## config.mk

```make
export PLATFORM = sky130hd
export DESIGN_NAME = reg_file
export DESIGN_NICKNAME = d
export VERILOG_FILES = /design/src/rtl/reg_file_pkg.sv /design/src/rtl/reg_read_port.sv /design/src/rtl/reg_file.sv
export SDC_FILE = /design/constraint.sdc
export NUM_CORES = 2
export LEC_CHECK = 0
export ABC_CLOCK_PERIOD_IN_PS = 2700
export BUFFER_PORTS_ARGS = -buffer_cell sky130_fd_sc_hd__buf_2
export CAP_MARGIN = 20
export CORE_MARGIN = 8
export CORE_UTILIZATION = 40
export DETAILED_ROUTE_END_ITERATION = 6
export PLACE_DENSITY = 0.57
export SLEW_MARGIN = 20
export SYNTH_ARGS = -nofsm -noshare
export SYNTH_HDL_FRONTEND = slang
export SYNTH_SLANG_ARGS = --single-unit
```

## constraint.sdc

```tcl
create_clock -name clk -period 2.7 [get_ports clk]
set_input_delay 0.135 -clock clk [delete_from_list [all_inputs] [get_ports clk]]
set_output_delay 0.135 -clock clk [all_outputs]
set_load 0.01 [all_outputs]
```

## src/rtl/reg_file_pkg.sv

```systemverilog
// Shared sizing for the rename register file: architectural register count,
// index width, and the default ROB tag and data widths.
package reg_file_pkg;
  localparam int REG_COUNT    = 32;
  localparam int REG_IDX_W    = 5;
  localparam int ROB_ID_W_DEF = 4;
  localparam int DATA_W_DEF   = 32;
endpackage

```

## src/rtl/reg_read_port.sv

```systemverilog
// One dispatcher read port: selects a register's value/busy/tag, forces x0 to
// zero, and forwards a same-cycle commit that retires the register's producer.
module reg_read_port
  import reg_file_pkg::*;
#(
  parameter int ROB_ID_W = ROB_ID_W_DEF,
  parameter int DATA_W   = DATA_W_DEF
) (
  input  logic [REG_IDX_W-1:0]                 rs,
  input  logic                                 rdy,
  input  logic                                 commit_en,
  input  logic [REG_IDX_W-1:0]                 commit_rd,
  input  logic [ROB_ID_W-1:0]                  commit_tag,
  input  logic [DATA_W-1:0]                    commit_val,
  input  logic [REG_COUNT-1:0][DATA_W-1:0]     value_arr,
  input  logic [REG_COUNT-1:0]                 busy_arr,
  input  logic [REG_COUNT-1:0][ROB_ID_W-1:0]   tag_arr,
  output logic [DATA_W-1:0]                    val,
  output logic                                 busy,
  output logic [ROB_ID_W-1:0]                  tag
);

  logic hit_s;

  // Commit bypass is only taken when the commit is really retiring this register's producer
  always_comb begin
    hit_s = 1'b0;
    if (rdy && commit_en && (commit_rd == rs) && busy_arr[rs] &&
        (tag_arr[rs] == commit_tag)) begin
      hit_s = 1'b1;
    end else begin
      hit_s = 1'b0;
    end
  end

  // Output mux: x0 is hardwired zero, then bypass, then stored state
  always_comb begin
    val  = '0;
    busy = 1'b0;
    tag  = '0;
    if (rs == {REG_IDX_W{1'b0}}) begin
      val  = '0;
      busy = 1'b0;
      tag  = '0;
    end else if (hit_s) begin
      val  = commit_val;
      busy = 1'b0;
      tag  = tag_arr[rs];
    end else begin
      val  = value_arr[rs];
      busy = busy_arr[rs];
      tag  = tag_arr[rs];
    end
  end

endmodule

```

## src/rtl/reg_file.sv

```systemverilog
// Architectural register file with rename tags for an out-of-order core:
// commit writes values, rename marks registers busy on a ROB tag, flush drops tags.
module reg_file
  import reg_file_pkg::*;
#(
  parameter int ROB_ID_W = ROB_ID_W_DEF,
  parameter int DATA_W   = DATA_W_DEF
) (
  input  logic                 clk,
  input  logic                 rst,
  input  logic                 rdy,
  input  logic                 flush,
  input  logic [4:0]           rs1,
  input  logic [4:0]           rs2,
  output logic [DATA_W-1:0]    V1,
  output logic [DATA_W-1:0]    V2,
  output logic                 Q1_busy,
  output logic                 Q2_busy,
  output logic [ROB_ID_W-1:0]  Q1,
  output logic [ROB_ID_W-1:0]  Q2,
  input  logic                 rename_en,
  input  logic [4:0]           rename_rd,
  input  logic [ROB_ID_W-1:0]  rename_tag,
  input  logic                 commit_en,
  input  logic [4:0]           commit_rd,
  input  logic [ROB_ID_W-1:0]  commit_tag,
  input  logic [DATA_W-1:0]    commit_val
);

  logic [REG_COUNT-1:0][DATA_W-1:0]   value_r;
  logic [REG_COUNT-1:0]               busy_r;
  logic [REG_COUNT-1:0][ROB_ID_W-1:0] tag_r;
  logic                               commit_wr_s;
  logic                               rename_wr_s;

  // Writes to x0 are dropped so it stays zero and never busy
  always_comb begin
    commit_wr_s = 1'b0;
    rename_wr_s = 1'b0;
    if (commit_en && (commit_rd != 5'd0)) begin
      commit_wr_s = 1'b1;
    end else begin
      commit_wr_s = 1'b0;
    end
    if (rename_en && (rename_rd != 5'd0)) begin
      rename_wr_s = 1'b1;
    end else begin
      rename_wr_s = 1'b0;
    end
  end

  // State update; a later rename assignment overrides the commit's busy clear
  always_ff @(posedge clk) begin
    if (rst) begin
      value_r <= '0;
      busy_r  <= '0;
      tag_r   <= '0;
    end else if (rdy) begin
      if (commit_wr_s) begin
        value_r[commit_rd] <= commit_val;
      end
      if (flush) begin
        busy_r <= '0;
        tag_r  <= '0;
      end else begin
        if (commit_wr_s && (tag_r[commit_rd] == commit_tag)) begin
          busy_r[commit_rd] <= 1'b0;
        end
        if (rename_wr_s) begin
          busy_r[rename_rd] <= 1'b1;
          tag_r[rename_rd]  <= rename_tag;
        end
      end
    end
  end

  reg_read_port #(.ROB_ID_W(ROB_ID_W), .DATA_W(DATA_W)) u_port1 (
    .rs         (rs1),
    .rdy        (rdy),
    .commit_en  (commit_en),
    .commit_rd  (commit_rd),
    .commit_tag (commit_tag),
    .commit_val (commit_val),
    .value_arr  (value_r),
    .busy_arr   (busy_r),
    .tag_arr    (tag_r),
    .val        (V1),
    .busy       (Q1_busy),
    .tag        (Q1)
  );

  reg_read_port #(.ROB_ID_W(ROB_ID_W), .DATA_W(DATA_W)) u_port2 (
    .rs         (rs2),
    .rdy        (rdy),
    .commit_en  (commit_en),
    .commit_rd  (commit_rd),
    .commit_tag (commit_tag),
    .commit_val (commit_val),
    .value_arr  (value_r),
    .busy_arr   (busy_r),
    .tag_arr    (tag_r),
    .val        (V2),
    .busy       (Q2_busy),
    .tag        (Q2)
  );

endmodule

```

Word-level counts from Yosys, hierarchy flattened
Cells that the tools add are included.

Word-level logic and storage cells: 144. Input port bits: 66. Register bits: 1184. Output and inout port bits: 74.

Mux-type cells: 46. Equal/unequal tests: 5. Bitwise operators: 3. Reductions and logical operators: 19. $lt $le $gt $ge: 6.

Operators by type and width (count): bitwise mux 1024 bit (1); 2-to-1 mux 32 bit (13); binary-select mux 32 bit (select 5 bit) (2); 2-to-1 mux 128 bit (2); demux 32 bit (select 5 bit) (1); bitwise mux 128 bit (1); binary-select mux 4 bit (select 5 bit) (3); AND 32 bit (1); NOT 32 bit (1); OR 32 bit (1); < comparator 5 x 6 -> 1 bit, second input constant (4); 2-to-1 mux 4 bit (6); demux 4 bit (select 5 bit) (1); == test 4 bit (3); logical AND 1 bit (12); 2-to-1 mux 1 bit (12); binary-select mux 1 bit (select 5 bit) (2); demux 1 bit (select 5 bit) (2); == test 5 bit (2); >= comparator 5 x 1 -> 1 bit, second input constant (2); zero test 5 bit (2); nonzero test 5 bit (2); AND reduction 2 bit (2); nonzero test 2 bit (1).

Longest topological paths before layout
Depth after elaboration: 13. Gate-level depth with buffers: 14. Gate-level depth less buffers: 7.

Hierarchy
From an unflattened synthesis, not the netlist that was laid out.

Cells, all modules: 6666. Area total of the unflattened synthesis: 62641.3 um^2.

Modules (own cells, without submodules): reg_file (times used 1, sequential area each 23702.7 um^2, cells each 5424, area each 42649.7 um^2); reg_read_port (times used 2, sequential area each 0.0 um^2, cells each 621, area each 9995.8 um^2).

Least setup slack after synthesis
Ideal clock, no wire load.

Path kind: input to output. From: input port rs1[0]. To: output port V1[0]. Required time: 2565 ps. Stages on the path: 9. Buffers on the path: 4. Data arrival time: 2760 ps. Path slack: -195 ps. Cells stage by stage: buf_2 buf_2 buf_2 buf_1 mux4_2 mux4_2 mux2_2 nand2_1 mux2i_1.

Longest elaborated chain between the ends: 7. Elaborated cells on any way between the ends: 15. Those cells by class: 2 x eq/ne; 9 x mux; 4 x reduce/logical.

RTL lines: start, declared (line reg_file.sv:13) `input logic [4:0] rs1,`; binary-select mux 4 bit (select 5 bit) (tied with other cells) (line reg_read_port.sv:29) `(tag_arr[rs] == commit_tag)) begin`; 2-to-1 mux 4 bit (not written as such) (tied with other cells) (line reg_read_port.sv:29); == test 4 bit / logical AND 1 bit (equally long branches) (line reg_read_port.sv:29, reg_read_port.sv:28); logical AND 1 bit (line reg_read_port.sv:28) `if (rdy && commit_en && (commit_rd == rs) && busy_arr[rs] &&`; 2-to-1 mux 1 bit (line reg_read_port.sv:28); 2-to-1 mux 32 bit (line reg_read_port.sv:45) `end else if (hit_s) begin`; 2-to-1 mux 32 bit (*) (line reg_read_port.sv:41) `if (rs == {REG_IDX_W{1'b0}}) begin`; end, declared (line reg_file.sv:15) `output logic [DATA_W-1:0] V1,`.

Every way passes the cells marked *; elsewhere a longest branch is shown, timed or not. The select of a mux whose other input is x is not followed.

Worst setup path in the final report
From: register tag_r[25] (netlist bit). To: output port V2[0].

Longest elaborated chain between the ends: 7.

RTL lines: start, declared (line reg_file.sv:32) `logic [REG_COUNT-1:0][ROB_ID_W-1:0] tag_r;`; start signal, assigned by index (line reg_file.sv:71) `tag_r[rename_rd] <= rename_tag;`; binary-select mux 4 bit (select 5 bit) (line reg_read_port.sv:29); 2-to-1 mux 4 bit (not written as such) (line reg_read_port.sv:29); == test 4 bit (line reg_read_port.sv:29); logical AND 1 bit (line reg_read_port.sv:28); 2-to-1 mux 1 bit (line reg_read_port.sv:28); 2-to-1 mux 32 bit (line reg_read_port.sv:45); 2-to-1 mux 32 bit (line reg_read_port.sv:41); end, declared (line reg_file.sv:16) `output logic [DATA_W-1:0] V2,`.

No other way between the ends. The select of a mux whose other input is x is not followed.

==> out/results.ini <==
[run_status]
status=complete, but fails checks
violations=setup timing

[min_path]
hold_end=tag_r[19]
hold_depth=5
hold_class=input pin to flip-flop
hp-start=rename_rd[2]

[timing]
setup_tns_ps=-74580
grt_setup_unrepaired=true
tightest_slew_ps=971
fin_ws_ps=-1260
timing.final.crit_share_pct=147
timing.fmax_mhz=253
finalMaxSlewViolations=0
finalCriticalPeriod_ps=3960
finalClockSkew_ps=35.2
relSlewSlack_pct=35.1
hold_violations=0
setup_viol=95

[cells_and_area]
area_growth_pct=22.1
drive_above_1_share_pct=28.3
layoutNonFillerInstCount=9180
multiInputGateArea_um2=37500
nFillCells=14161
final_util_pct=49.0
final_cell_mix=2,128 x nand2_1, 1,154 x dfxtp_1, 1,000 x a21oi_1
register_area_um2=23700
final_common_cell=nand2_1
fin_nets=7078

[clocking]
clock_sinks=1184
cts_root_buf=clkbuf_16
clk_pin_slew_ps=60
cts_buffer_depth=3
numCtsBuffers=138
cts_tree=done
clkLatencyLatePin_ps=810
cts.htree.levels=4

[floorplan]
die_h_um=412
core_um2=156000
ioPinCount=140
die_w_um=412
initial_core_util_pct=40.2
dieArea_um2=169000
row_count=145

[setup_path]
r2r_cells=9
crit_start=tag_r[25]
critical_path.endpoint_type=output pin
path_class=flip-flop to output pin
regToRegStartpoint=tag_r[74]
reg2reg_slack_ps=-80
cp-start-kind=flip-flop
worstReg2RegEnd=busy_r[14]
critPathArrivalTime_ps=3830
required_ps=2570
crit_fanout=8

[power]
p_leak_nw=26.1
pwr-share-comb_pct=8.7
sw_frac_of_total_pct=26.2
p_clk_share_pct=47.7
seqPwrFrac_pct=43.6
power.net_switching_mw=10.5
powerDensity_nw_per_um2=527
internal_power_mw=29.8
ir_drop_mv=0.741

[drt]
drtIter0Drc=8828
drc_errors=0
wl_per_cell_um=29.7
drt_wl_total_mm=273
via_per_inst=6.33
drt_pass1_iterations=6
vias=58076
ant_nets=0

[global_routing]
busiest_layer=met2
grt.overflow.total=0
grt_pass1_wl_mm=388
met1_usage_pct=42.2
grt_pass1_vias=54558
use_met3_pct=8.67
grt_usage_pct=31.0
antenna_found_initial=8
gr-usage-met2_pct=45.5
grt_max_degree=148

[synth]
synth_fp_nets=6831
yosys.area.top_type=dfxtp_1
seq_area_frac_synth_pct=37.9
yosysUniqueCellTypes=63
async_flop_share_pct=0
synth.avg_cell_area_um2=9.25
ys_seq_elements=1184
yosysWarnings=0
synth.top_cell.area_share_pct=37.9
synth_area_leaders=dfxtp_1 38%, mux4_2 25%, nand2_1 13%, a21oi_1 8.0%, clkbuf_1 3.4%
syn-instance-count=6765
synth_ff_type=dfxtp_1
syn_area_um2=62600
synth_edf_count=0

[place]
post-place-cells=8873
place_congestion=0.969
dpl.hpwl_mm=164
port_buffers=139
dp_worst_setup_slack_ps=-680

[run]
cap_violations=0

-- synthesized netlist by cell type, types with 4 or more instances --
library cell	number
a211oi_1	6
a21oi_1	1002
a21oi_2	30
a22oi_1	159
a32oi_1	4
and2_1	22
and3_1	11
buf_1	98
buf_2	57
buf_6	9
clkbuf_1	564
dfxtp_1	1184
inv_1	5
mux2_2	40
mux2i_1	167
mux4_2	708
nand2_1	2159
nand2b_1	7
nand3_1	5
nand4b_1	4
nor2_1	210
nor2b_1	44
nor3_1	7
nor4_1	41
o21ai_0	33
o22ai_1	71
o41ai_1	32
or2_2	5
or3_1	7
or3b_2	6
or4b_2	4
or4bb_1	6
xor2_1	13
-- sequential cells by signal (all words and copies together) (netlist names) --
register  count
busy_r       32
value_r    1024
tag_r       128
-- routing by layer --
metal | vias up | wire length [µm]
met1 | 28886 | 106000
met5 | - | 0
met2 | 3846 | 117000
met3 | 796 | 34900
met4 | 0 | 14500
li1 | 24548 | -
-- metrics by stage --
stage | cell area, µm² | hold slack, ps | power (mW)
floorplan | 62800 | 370 | 19.9
global placement | 69800 | 448 | 21.2
detailed placement | 69800 | 456 | 21.2
CTS | 75600 | 12.1 | 40.3
global route | 76400 | 76.6 | 41.3
finish | 76400 | 80.9 | 40.3
-- critical path: stages, from the launching register on --
cell,delay [ps]
dfxtp_2,320
mux4_2,470
mux2i_2,190
buf_4,180
o22ai_2,80
or3_1,320
a221o_2,430
or3_4,450
buf_12,180
a21oi_4,260
buf_6,150
-- logic make-up (layout without fill, tap and decap cells) --
kind of cell,count (synthesis),after routing,share of synthesized area (%)
other cells,0,6,0
buf+inv,737,1088,4.66
mux,916,916,28.9
flops,1184,1184,37.9
compound gates,1360,1360,12.2
simple gates,2553,2553,16.2
xor+xnor,15,15,0.210
-- repair_timing --
action | 4_1_cts | 5_1_grt
setup buffers | 9 | 10
setup endpoints to repair | 105 | 104
endpoints found under the hold margin | 964 | 0
pin swaps | 20 | 37
resized for setup | 154 | 111
hold buffers | 37 | 0
cloned | 1 | 3
-- final cells by class --
class,count,area share [%]
Antenna cell,6,0.0196
Clock buffer,200,5.16
Clock inverter,44,0.843
Inverter,7,0.0426
Multi-Input combinational cell,4844,49.1
Sequential cell,1184,31.1
Tap cell,2058,3.37
Timing Repair Buffer,837,10.4
-- power by group through the flow --
stage	sequential (mW)	combinational (mW)	clock, mW
floorplan	18.0	1.95	0
global placement	18.0	3.25	0
detailed placement	18.0	3.26	0
CTS	17.6	3.37	19.3
global route	17.6	3.62	20.1
finish	17.6	3.52	19.2
-- worst max path at each step --
stage                         to  slack [ps]  depth (start not counted)
after floorplan           V2[11]          -9                          9
after global placement    V2[21]        -670                         11
after detailed placement  V2[22]        -680                         17
after CTS                  V2[0]       -1330                         10
after global routing       V2[0]       -1340                         10
final                      V2[0]       -1260                         10
(Power assumes the default switching activity.)
